### src/rtl/soc_system_pio_arb_pkg.sv
// Shared types and sizing helpers for the PIO slave-port arbiter.
package soc_system_pio_arb_pkg;

    typedef enum logic [1:0] {
        IDLE    = 2'd0,
        ISSUE   = 2'd1,
        RD_WAIT = 2'd2,
        RESP    = 2'd3
    } state_t;

    // Wide enough to count down READ_LATENCY-1 for latencies up to 4.
    localparam int LAT_CNT_W = 3;

    function automatic int clog2(input int n);
        int w;
        w = 1;
        while ((1 << w) < n) begin
            w++;
        end
        return w;
    endfunction

endpackage

### src/rtl/soc_system_pio_rr_arbiter.sv
// Combinational round-robin picker: first asserted request at or after the pointer, wrapping.
module soc_system_pio_rr_arbiter
    import soc_system_pio_arb_pkg::*;
#(
    parameter int NUM_REQ = 2,
    parameter int IDX_W   = clog2(NUM_REQ)
) (
    input  logic [NUM_REQ-1:0] i_req,
    input  logic [IDX_W-1:0]   i_ptr,
    output logic [NUM_REQ-1:0] o_grant,
    output logic [IDX_W-1:0]   o_grant_idx,
    output logic               o_any
);

    always_comb begin
        o_grant     = '0;
        o_grant_idx = '0;
        o_any       = 1'b0;
        // Upper segment [ptr, NUM_REQ) first, then wrap to [0, ptr).
        for (int i = 0; i < NUM_REQ; i++) begin
            if (!o_any && (i >= int'(i_ptr)) && i_req[i]) begin
                o_any       = 1'b1;
                o_grant[i]  = 1'b1;
                o_grant_idx = IDX_W'(i);
            end
        end
        for (int i = 0; i < NUM_REQ; i++) begin
            if (!o_any && (i < int'(i_ptr)) && i_req[i]) begin
                o_any       = 1'b1;
                o_grant[i]  = 1'b1;
                o_grant_idx = IDX_W'(i);
            end
        end
    end

endmodule

### src/rtl/soc_system_pio_arbiter.sv
// Serialises NUM_REQ valid/ready requesters onto one PIO Avalon-MM slave port,
// one transaction at a time, round-robin, with fixed read latency.
module soc_system_pio_arbiter
    import soc_system_pio_arb_pkg::*;
#(
    parameter int NUM_REQ      = 2,
    parameter int DATA_W       = 32,
    parameter int ADDR_W       = 2,
    parameter int READ_LATENCY = 1
) (
    input  logic                      clk,
    input  logic                      reset_n,
    input  logic [NUM_REQ-1:0]        req_valid,
    input  logic [NUM_REQ-1:0]        req_write,
    input  logic [NUM_REQ*ADDR_W-1:0] req_address,
    input  logic [NUM_REQ*DATA_W-1:0] req_writedata,
    output logic [NUM_REQ-1:0]        req_ready,
    output logic [NUM_REQ-1:0]        rsp_valid,
    output logic [DATA_W-1:0]         rsp_readdata,
    output logic [ADDR_W-1:0]         pio_address,
    output logic                      pio_chipselect,
    output logic                      pio_write_n,
    output logic [DATA_W-1:0]         pio_writedata,
    input  logic [DATA_W-1:0]         pio_readdata
);

    localparam int IDX_W = clog2(NUM_REQ);

    state_t                 r_state;
    state_t                 w_next_state;
    logic [IDX_W-1:0]       r_ptr;
    logic [IDX_W-1:0]       r_grant_idx;
    logic                   r_write;
    logic [ADDR_W-1:0]      r_addr;
    logic [DATA_W-1:0]      r_wdata;
    logic [DATA_W-1:0]      r_rdata;
    logic [LAT_CNT_W-1:0]   r_lat_cnt;
    logic                   r_cs;
    logic                   r_write_n;
    logic [NUM_REQ-1:0]     r_rsp_valid;

    logic [NUM_REQ-1:0]     w_grant;
    logic [IDX_W-1:0]       w_grant_idx;
    logic                   w_any;
    logic                   w_accept;
    logic                   w_lat_done;
    logic                   w_sel_write;
    logic [ADDR_W-1:0]      w_sel_addr;
    logic [DATA_W-1:0]      w_sel_wdata;

    soc_system_pio_rr_arbiter #(
        .NUM_REQ (NUM_REQ),
        .IDX_W   (IDX_W)
    ) u_rr (
        .i_req       (req_valid),
        .i_ptr       (r_ptr),
        .o_grant     (w_grant),
        .o_grant_idx (w_grant_idx),
        .o_any       (w_any)
    );

    always_comb begin
        w_accept     = (r_state == IDLE) && w_any;
        w_lat_done   = (r_lat_cnt == '0);
        w_sel_write  = req_write[w_grant_idx];
        w_sel_addr   = req_address[int'(w_grant_idx)*ADDR_W +: ADDR_W];
        w_sel_wdata  = req_writedata[int'(w_grant_idx)*DATA_W +: DATA_W];
        w_next_state = r_state;
        case (r_state)
            IDLE:    if (w_accept) w_next_state = ISSUE;
            ISSUE:   w_next_state = r_write ? RESP : RD_WAIT;
            RD_WAIT: if (w_lat_done) w_next_state = RESP;
            RESP:    w_next_state = IDLE;
            default: w_next_state = IDLE;
        endcase
    end

    always_ff @(posedge clk) begin
        if (!reset_n) begin
            r_state     <= IDLE;
            r_ptr       <= '0;
            r_grant_idx <= '0;
            r_write     <= 1'b0;
            r_addr      <= '0;
            r_wdata     <= '0;
            r_rdata     <= '0;
            r_lat_cnt   <= '0;
            r_cs        <= 1'b0;
            r_write_n   <= 1'b1;
            r_rsp_valid <= '0;
        end else begin
            r_state <= w_next_state;
            // Strobes are registered so the slave sees clean per-cycle levels.
            r_cs        <= (w_next_state == ISSUE);
            r_write_n   <= !(w_accept && w_sel_write);
            r_rsp_valid <= '0;
            if (w_next_state == RESP) begin
                r_rsp_valid[r_grant_idx] <= 1'b1;
            end

            if (w_accept) begin
                r_write     <= w_sel_write;
                r_addr      <= w_sel_addr;
                r_wdata     <= w_sel_wdata;
                r_grant_idx <= w_grant_idx;
                if (w_grant_idx == IDX_W'(NUM_REQ - 1)) begin
                    r_ptr <= '0;
                end else begin
                    r_ptr <= w_grant_idx + 1'b1;
                end
            end

            if ((r_state == ISSUE) && !r_write) begin
                r_lat_cnt <= LAT_CNT_W'(READ_LATENCY - 1);
            end else if ((r_state == RD_WAIT) && !w_lat_done) begin
                r_lat_cnt <= r_lat_cnt - 1'b1;
            end

            // rsp_readdata only changes when a read completes.
            if ((r_state == RD_WAIT) && w_lat_done) begin
                r_rdata <= pio_readdata;
            end
        end
    end

    assign req_ready      = (reset_n && (r_state == IDLE)) ? w_grant : '0;
    assign rsp_valid      = r_rsp_valid;
    assign rsp_readdata   = r_rdata;
    assign pio_address    = r_addr;
    assign pio_chipselect = r_cs;
    assign pio_write_n    = r_write_n;
    assign pio_writedata  = r_wdata;

endmodule

### config.mk
export PLATFORM = sky130hd
export DESIGN_NAME = soc_system_pio_arbiter
export DESIGN_NICKNAME = d
export VERILOG_FILES = /design/src/rtl/soc_system_pio_arb_pkg.sv /design/src/rtl/soc_system_pio_rr_arbiter.sv /design/src/rtl/soc_system_pio_arbiter.sv
export SDC_FILE = /design/constraint.sdc
export NUM_CORES = 1
export LEC_CHECK = 0
export BUFFER_PORTS_ARGS = -buffer_cell sky130_fd_sc_hd__buf_2
export CELL_PAD_IN_SITES_DETAIL_PLACEMENT = 2
export CELL_PAD_IN_SITES_GLOBAL_PLACEMENT = 2
export CORE_MARGIN = 5
export CORE_UTILIZATION = 26
export CTS_CLUSTER_DIAMETER = 150
export CTS_CLUSTER_SIZE = 12
export DETAILED_ROUTE_END_ITERATION = 10
export HOLD_SLACK_MARGIN = 0.03
export PLACE_DENSITY = 0.93
export SLEW_MARGIN = 20
export SYNTH_ARGS = -nofsm -noshare
export SYNTH_HDL_FRONTEND = slang
export SYNTH_SLANG_ARGS = --single-unit
### constraint.sdc
create_clock -name clk -period 3.41 [get_ports clk]
set_clock_uncertainty 0.2 [all_clocks]
set_input_delay 1.023 -clock clk [delete_from_list [all_inputs] [get_ports clk]]
set_output_delay 1.023 -clock clk [all_outputs]
set_load 0.005 [all_outputs]
Yosys cells after proc, flatten, opt, wreduce, memory -nomap -nowiden
Index checks and enable logic that the tools add are counted.
Word-level totals
  output and inout bits: 72
  flip-flop bits (word level): 78
  logic and storage cells: 62
Cells by class
  add/sub/neg operators: 2
  shift operators: 2
  multiplexer cells: 16
  eq/ne operators: 5
  bitwise logic cells: 1
  $lt $le $gt $ge: 5
  reductions and logical operators: 20
Operators by type and width (number)
  variable part select 64 x 7 -> 32 bit: 1
  logical AND 1 bit: 11
  2-to-1 mux 1 bit: 11
  case mux 2 bit (4 select lines): 1
  equality test 2 bit, second input constant: 3
  2-to-1 mux 2 bit: 3
  logical NOT 1 bit: 5
  equality test 2 x 1 -> 1 bit, second input constant: 2
  less-than comparator 1 x 2 -> 1 bit, second input constant: 2
  variable part select 4 x 3 -> 2 bit: 1
  logical NOT 3 bit: 1
  subtractor 3 x 1 -> 3 bit, second input constant: 1
  logical NOT 2 bit: 1
  AND reduction 2 bit: 1
  OR reduction 2 bit: 1
  adder 1 bit, second input constant: 1
  demux 1 bit (select 1 bit): 1
  >= comparator 1 bit, first input constant: 1
  >= comparator 1 bit, second input constant: 1
  less-than comparator 1 bit, first input constant: 1
  NOT 1 bit: 1

Logic depth before layout (Yosys ltp)
Gate-level depths: netlist (run 1).
  word-level depth: 15
  gate-level depth with buffers: 8
  gate-level depth less buffers: 5

Cells and area by module
From an unflattened synthesis (run 1), not the netlist that was laid out.
Unflattened totals
  cells, all modules: 356
  area, all modules: 3412.0 um^2
Modules (own cells, without submodules)
  soc_system_pio_arbiter: seq. area each 1561.5 um^2, area each 3379.5 um^2, instances 1, cells each 351
  soc_system_pio_rr_arbiter: seq. area each 0.0 um^2, area each 32.5 um^2, instances 1, cells each 5

Worst setup path after synthesis (run 1)
Ideal clock, no wire load.
  path type: input to output
  from: input reset_n
  to: output req_ready[0]
  setup slack: 0.476 ns
  data arrival time: 1.711 ns
  required time: 2.187 ns
  path buffers: 2
  cell stages on the path: 4
  path through: buf_6 > nand2_2 > nor3b_4 > buf_6
On the way
  cells in the longest elaborated chain, start to end: 2
Ends and longest elaborated chain
  start, declared: RTL line soc_system_pio_arbiter.sv:12  | input logic reset_n,
  logical AND 1 bit: RTL line soc_system_pio_arbiter.sv:126  | assign req_ready = (reset_n && (r_state == IDLE)) ? w_grant : '0;
  2-to-1 mux 2 bit: RTL line soc_system_pio_arbiter.sv:126
  end, declared: RTL line soc_system_pio_arbiter.sv:17  | output logic [NUM_REQ-1:0] req_ready,
Every way passes these cells.

Final worst setup path (run 1)
  from: input req_valid[1]
  to: output req_ready[0]
On the way
  cells in the longest elaborated chain, start to end: 7
Ends and longest elaborated chain
  start, declared: RTL line soc_system_pio_arbiter.sv:13  | input logic [NUM_REQ-1:0] req_valid,
  logical AND 1 bit: RTL line soc_system_pio_rr_arbiter.sv:21  | if (!o_any && (i >= int'(i_ptr)) && i_req[i]) begin
  2-to-1 mux 1 bit: RTL line soc_system_pio_rr_arbiter.sv:21
  logical NOT 1 bit: RTL line soc_system_pio_rr_arbiter.sv:28  | if (!o_any && (i < int'(i_ptr)) && i_req[i]) begin
  logical AND 1 bit (2 in a row): RTL line soc_system_pio_rr_arbiter.sv:28
  2-to-1 mux 1 bit: RTL line soc_system_pio_rr_arbiter.sv:28
  2-to-1 mux 2 bit: RTL line soc_system_pio_arbiter.sv:126
Every way passes these cells.

==> out/metrics.yaml, run 1 <==
status: "complete, no violations"
design.portCount: 178
path_cells: "buf_2 > and2_4 > nor3b_4 > buf_2"
fin_tns_setup_ns: 0
worstSkewPairLatency_ns: 0.33
synth_nets: 426
cts_hold_buf: 0
slowest_stage: "nor3b_4"
maxSlewViolCount: 0
fp.dieArea_mm2: 0.0141
internal_power_mw: 2.11
totalWireLength_mm: 11.8
cts_sinks: 78
start_util_pct: 26.8
die_h_um: 119
first_pass_iters: 4
path_max_fanout: 3
gr-total-overflow: 0
cts_buffer_depth: 2
num_antenna_cells: 0
min-delay-start: "rsp_readdata[2]$_SDFFE_PN0P_"
rr_startpoint: "r_state[0]$_SDFF_PN0_"
powerDensity_mw_per_mm2: 720
power.total_mw: 3.13
synth_cells: 314
p_clk_share_pct: 29.2
dieWidth_um: 119
clk_pin_slew_ns: 0.06
p_leak_nw: 2.20
cts_max_level: 3
crit_type: "primary input to primary output"
hold_class: "flop to flop"
p_seq_share_pct: 40.0
hold_violations: 0
ir_drop_mv: 0.283
grt_pass1_vias: 3562
final_nets: 595
drc_errors: 0
cts_tree: "built"
gp_congestion: 0.761
hpwl_mm: 9.14
vias: 3078
grt.total_usage_pct: 17.1
worstSetupStartpoint: "req_valid[1]"
root_buffer: "clkbuf_16"
p_comb_share_pct: 30.8
synth_area_per_cell_um2: 9.83
portBuffers: 177
drive_gt1_share_pct: 43.2
drt_iter0_markers: 128
dp.cells: 615
path_common_cell: "buf_2"
drv_cap: 0
swShare_pct: 32.5
yosysSeqAreaShare_pct: 50.6
ant_nets: 0
rsz0062_at_grt: "false"
grt_first_pass_wirelength_mm: 19.1
slew_headroom_pct: 56.5
synth-seq-cells: 78
worst_slack_ns: 0.481
netlist_area_mm2: 0.00309
final_util_pct: 37.7
finalCriticalPeriod_ns: 2.93
area_growth_pct: 40.9
drt-wirelength-per-cell_um: 18.7
p_switching_mw: 1.02
final_cell_count_no_fill: 631
coreArea_mm2: 0.0115
post-place-ws_ns: 0.480
crit_path_start_kind: "primary input"
endpoint_kind: "primary output"
yosys_warnings: 0
max_freq_ghz: 0.341
timing.final.crit_share_pct: 85.9
cp.arrival_ns: 1.71
grt_max_degree: 41
setup_violations: 0
routed_via_density: 4.88
required_ns: 2.19
fillCellCount: 1276
worst_pin_slew_ns: 0.652
synth_flop_cell: "dfxtp_1"
ys_types: 34
synth_edf_count: 0
cts_setup_buffers: 0
antenna_found_initial: 0
slowest_delay_ns: 0.23
synthArstFlopShare_pct: 0
post_cts_resized: 0
row_count: 39
cts_buffers: 9
-- power by group through the flow --
stage | Sequential [mW] | Combinational, mW | Clock [mW]
3_5_place_dp | 1.26 | 0.996 | 0
3_3_place_gp | 1.25 | 0.924 | 0
5_1_grt | 1.28 | 1.08 | 0.988
6_report | 1.25 | 0.965 | 0.913
4_1_cts | 1.25 | 1.00 | 0.956
2_1_floorplan | 1.27 | 0.524 | 0
-- stage by stage --
| step | instance area (µm²) | hold slack [ns] |
|---|---|---|
| after detailed placement | 4060 | 0.250 |
| after global placement | 4060 | 0.237 |
| after global routing | 4350 | 0.282 |
| after floorplan | 3090 | 0.234 |
| after CTS | 4350 | 0.259 |
| final | 4350 | 0.255 |
-- cell usage in the layout (no fill, tap or decap), types with 5 or more instances in the layout --
cell,n
a21boi_0,27
a21boi_1,5
a221o_1,29
a221o_2,6
and3_1,35
buf_2,177
buf_4,7
clkbuf_16,9
dfxtp_1,78
ha_1,6
inv_1,6
nand2_1,67
-- final timing paths --
path	slack, ns	cells past startpoint	end
max	0.48	4	req_ready[0]
min reg2reg	0.25	2	rsp_readdata[2]$_SDFFE_PN0P_
min	0.25	2	rsp_readdata[2]$_SDFFE_PN0P_
max reg2reg	1.33	6	pio_address[1]$_SDFFE_PN0P_
-- sequential cells by signal (all words and copies together), names as in the netlist --
| signal | count |
|---|---|
| pio_address | 2 |
| r_lat_cnt | 3 |
| pio_writedata | 32 |
| r_grant_idx | 1 |
| rsp_valid | 2 |
| pio_write_n | 1 |
| r_ptr | 1 |
| r_state | 2 |
| pio_chipselect | 1 |
| r_write | 1 |
| rsp_readdata | 32 |
-- cells by family after synthesis --
family	Yosys count	share of synthesized area, %
AOI/OAI and AO/OA	78	21.9
adders and majority gates	6	2.43
buffers and inverters	32	5.39
DFF	78	50.6
muxes	1	0.324
and+or+nand+nor	119	19.3
-- layout make-up --
type	count	area (µm²)	area share, %
multi-input combinational	204	1360	31.2
timing repair buffer	184	938	21.6
sequential	78	1560	35.9
tap	143	179	4.12
clock inverter	3	17.5	0.403
inverter	6	22.5	0.518
clock buffer	13	270	6.22
-- synth_stat cells (2+ instances only) --
| cell type | number | area share, % |
|---|---|---|
| buf_6 | 4 | 1.5 |
| ha_1 | 6 | 2.4 |
| clkbuf_1 | 9 | 1.1 |
| and4b_1 | 2 | 0.65 |
| and3_1 | 35 | 7.1 |
| inv_1 | 6 | 0.73 |
| a221o_2 | 6 | 2.2 |
| nand2_1 | 67 | 8.2 |
| a21boi_0 | 27 | 6.6 |
| a221o_1 | 29 | 9.4 |
| and2_1 | 2 | 0.41 |
| nor2_1 | 2 | 0.24 |
| a21boi_1 | 5 | 1.2 |
| nand3_1 | 3 | 0.49 |
| buf_2 | 11 | 1.8 |
| clkbuf_2 | 2 | 0.32 |
| a21oi_1 | 3 | 0.49 |
| a21o_1 | 2 | 0.49 |
| dfxtp_1 | 78 | 51 |
-- metal layers --
layer | track usage [%] | wire (µm) | part of all wire (%)
met1 | 18.6 | 4700 | 40
met5 | 0 | 0 | 0
met3 | 7.20 | 1220 | 10
met2 | 29.6 | 5680 | 48
met4 | 6.52 | 194 | 1.6
-- worst max-delay path, delay by kind of cell --
kind,cells,cell delay [ns]
and+or+nand+nor,2,0.40
buffers and inverters,2,0.28
Power figures use the tool's default switching activity.
==> inputs of run 2 (changes only) <==
==> constraint.sdc (replaced) <==
create_clock -name clk -period 3.41 [get_ports clk]
set_clock_uncertainty 0.2 [all_clocks]
set_input_delay 1.023 -clock clk [delete_from_list [all_inputs] [get_ports clk]]
set_output_delay 1.023 -clock clk [all_outputs]
set_load 0.1 [all_outputs]
==> run 2 against run 1 <==
Sequential power hardly changed. Worst setup slack worse by 0.12 ns. First-iteration DRC count is 23% lower. Maximum frequency is 3.9% lower. Largest cell class unchanged. Highest routed layer is now met5. Register-to-register slack better by 0.06 ns. Largest power group is now combinational cells. Wire length is 0.80% higher.
==> out/metrics.yaml, run 2 (synthesized netlist as in run 1, its figures left out) <==
drt-wirelength-per-cell_um: 18.8  # +0.80%
slowest_stage: "nor3b_4"
endpoint_kind: "primary output"
cts_sinks: 78  # unchanged
worstSkewPairLatency_ns: 0.33  # about the same
post_cts_resized: 0  # unchanged
p_switching_mw: 2.50  # +150%
drive_gt1_share_pct: 43.2  # unchanged
crit_type: "primary input to primary output"
finalCriticalPeriod_ns: 3.05  # +0.119 ns
max_freq_ghz: 0.328  # -3.9%
status: "complete, no violations"
routed_via_density: 4.95  # +1.4%
coreArea_mm2: 0.0115  # unchanged
layout.cells.most_common: "buf_2"
fp.dieArea_mm2: 0.0141  # unchanged
timing.final.crit_share_pct: 89.4  # +3.5 points
internal_power_mw: 2.25  # +6.8%
cts_buffers: 9  # unchanged
first_pass_iters: 4  # unchanged
maxSlewViolCount: 0  # unchanged
grt_pass1_vias: 3523  # -1.1%
row_count: 39  # unchanged
design.portCount: 178  # unchanged
dp.cells: 615  # unchanged
cts_buffer_depth: 2  # unchanged
swShare_pct: 52.6  # +20 points
grt_first_pass_wirelength_mm: 19.2  # +0.76%
layout_common_cells: "175 x buf_2, 78 x dfxtp_1, 67 x nand2_1, 35 x and3_1, 29 x a221o_1"
root_buffer: "clkbuf_16"
p_seq_share_pct: 26.3  # -14 points
required_ns: 2.19  # about the same
drv_cap: 0  # unchanged
grt.total_usage_pct: 17.2  # +0.078 points
drt_iter0_markers: 98  # -23%
num_antenna_cells: 0  # unchanged
dieWidth_um: 119  # unchanged
gr-total-overflow: 0  # unchanged
vias: 3122  # +1.4%
ant_nets: 0  # unchanged
clk_pin_slew_ns: 0.06  # about the same
placed_area_mm2: 0.00410  # +1.0%
area_growth_pct: 43.5
drc_errors: 0  # unchanged
antenna_found_initial: 1  # +1
path_max_fanout: 3  # unchanged
grt_max_degree: 38  # -7.3%
die_h_um: 119  # unchanged
final_cell_count_no_fill: 631  # unchanged
post-place-ws_ns: 0.350  # -0.130 ns
slew_headroom_pct: 54.2  # -2.3 points
worst_slack_ns: 0.362  # -0.119 ns
path_cells: "buf_2 > and2_4 > nor3b_4 > buf_12"
gp_congestion: 0.781  # +2.7%
powerDensity_mw_per_mm2: 1070  # +49%
p_comb_share_pct: 51.7  # +21 points
cts_max_level: 3  # unchanged
cts_setup_buffers: 0  # unchanged
start_util_pct: 26.8  # unchanged
fin_tns_setup_ns: 0  # unchanged
portBuffers: 177  # unchanged
hold_violations: 0  # unchanged
hpwl_mm: 9.12  # -0.23%
p_leak_nw: 2.23  # +1.3%
cp.arrival_ns: 1.83  # +0.12 ns
worst_pin_slew_ns: 0.686  # +0.0344 ns
ir_drop_mv: 0.563  # +99%
finish.instance_area_mm2: 0.00443  # +1.8%
setup_violations: 0  # unchanged
rsz0062_at_grt: "false"
final_nets: 595  # unchanged
hold_class: "flop to flop"
p_clk_share_pct: 22.0  # -7.2 points
totalWireLength_mm: 11.9  # +0.80%
cts_hold_buf: 0  # unchanged
crit_path_start_kind: "primary input"
slowest_delay_ns: 0.28  # +0.05 ns
cts_tree: "built"
==> run 2: changes by cell type in the layout (fill, tap and decap cells not counted) <==
cell / change
buf_2: -2
bufinv_16: +2
clkinvlp_4: -1
buf_4: -1
clkinv_4: +2
clkbuf_8: -2
buf_12: +3
clkinv_2: -1
==> run 2: power by group through the flow <==
stage | registers, mW | clock network, mW | logic, mW
final | 1.25 | 1.05 | 2.46
after global routing | 1.28 | 1.12 | 2.57
after CTS | 1.25 | 1.08 | 2.49
after detailed placement | 1.27 | 0 | 2.48
after global placement | 1.25 | 0 | 2.41
after floorplan | 2.68 | 0 | 0.558
==> run 2: area by class of cell <==
cell class              instances  area (µm²)
fillers                      1274        7090
clock inverters                 5        82.6
multi-input cells             204        1360
well taps                     143         179
repair buffers                184         981
flip-flops and latches         78        1560
inverters                       6        22.5
clock buffers                  11         243
==> run 2: worst paths after layout <==
path	from	end	slack [ns]	depth (start not counted)
worst min register to register	rsp_readdata[6]$_SDFFE_PN0P_	rsp_readdata[6]$_SDFFE_PN0P_	0.26	2
worst max register to register	r_state[0]$_SDFF_PN0_	pio_writedata[2]$_SDFFE_PN0P_	1.39	6
worst min-delay path	rsp_readdata[6]$_SDFFE_PN0P_	rsp_readdata[6]$_SDFFE_PN0P_	0.26	2
worst max-delay path	req_valid[1]	req_ready[0]	0.36	4
==> run 2: worst max-delay path: cells and delay by family <==
kind          cells  cell delay [ns]
buf+inv           2             0.34
simple gates      2             0.45
==> run 2: metrics by stage <==
step / utilization [%] / total power, mW / hold slack (ns)
final: 38.4 / 4.75 / 0.255
after global routing: 38.4 / 4.98 / 0.279
after CTS: 38.4 / 4.82 / 0.265
after detailed placement: 35.6 / 3.74 / 0.257
after global placement: 35.6 / 3.66 / 0.237
after floorplan: - / 3.24 / 0.234
==> run 2: per-layer routing <==
metal	track usage, %	vias to the layer above	wire (µm)
li1	-	1466	-
met1	18.7	1498	4630
met2	29.3	144	5760
met3	8.01	12	1300
met4	6.08	2	179
met5	0	-	20
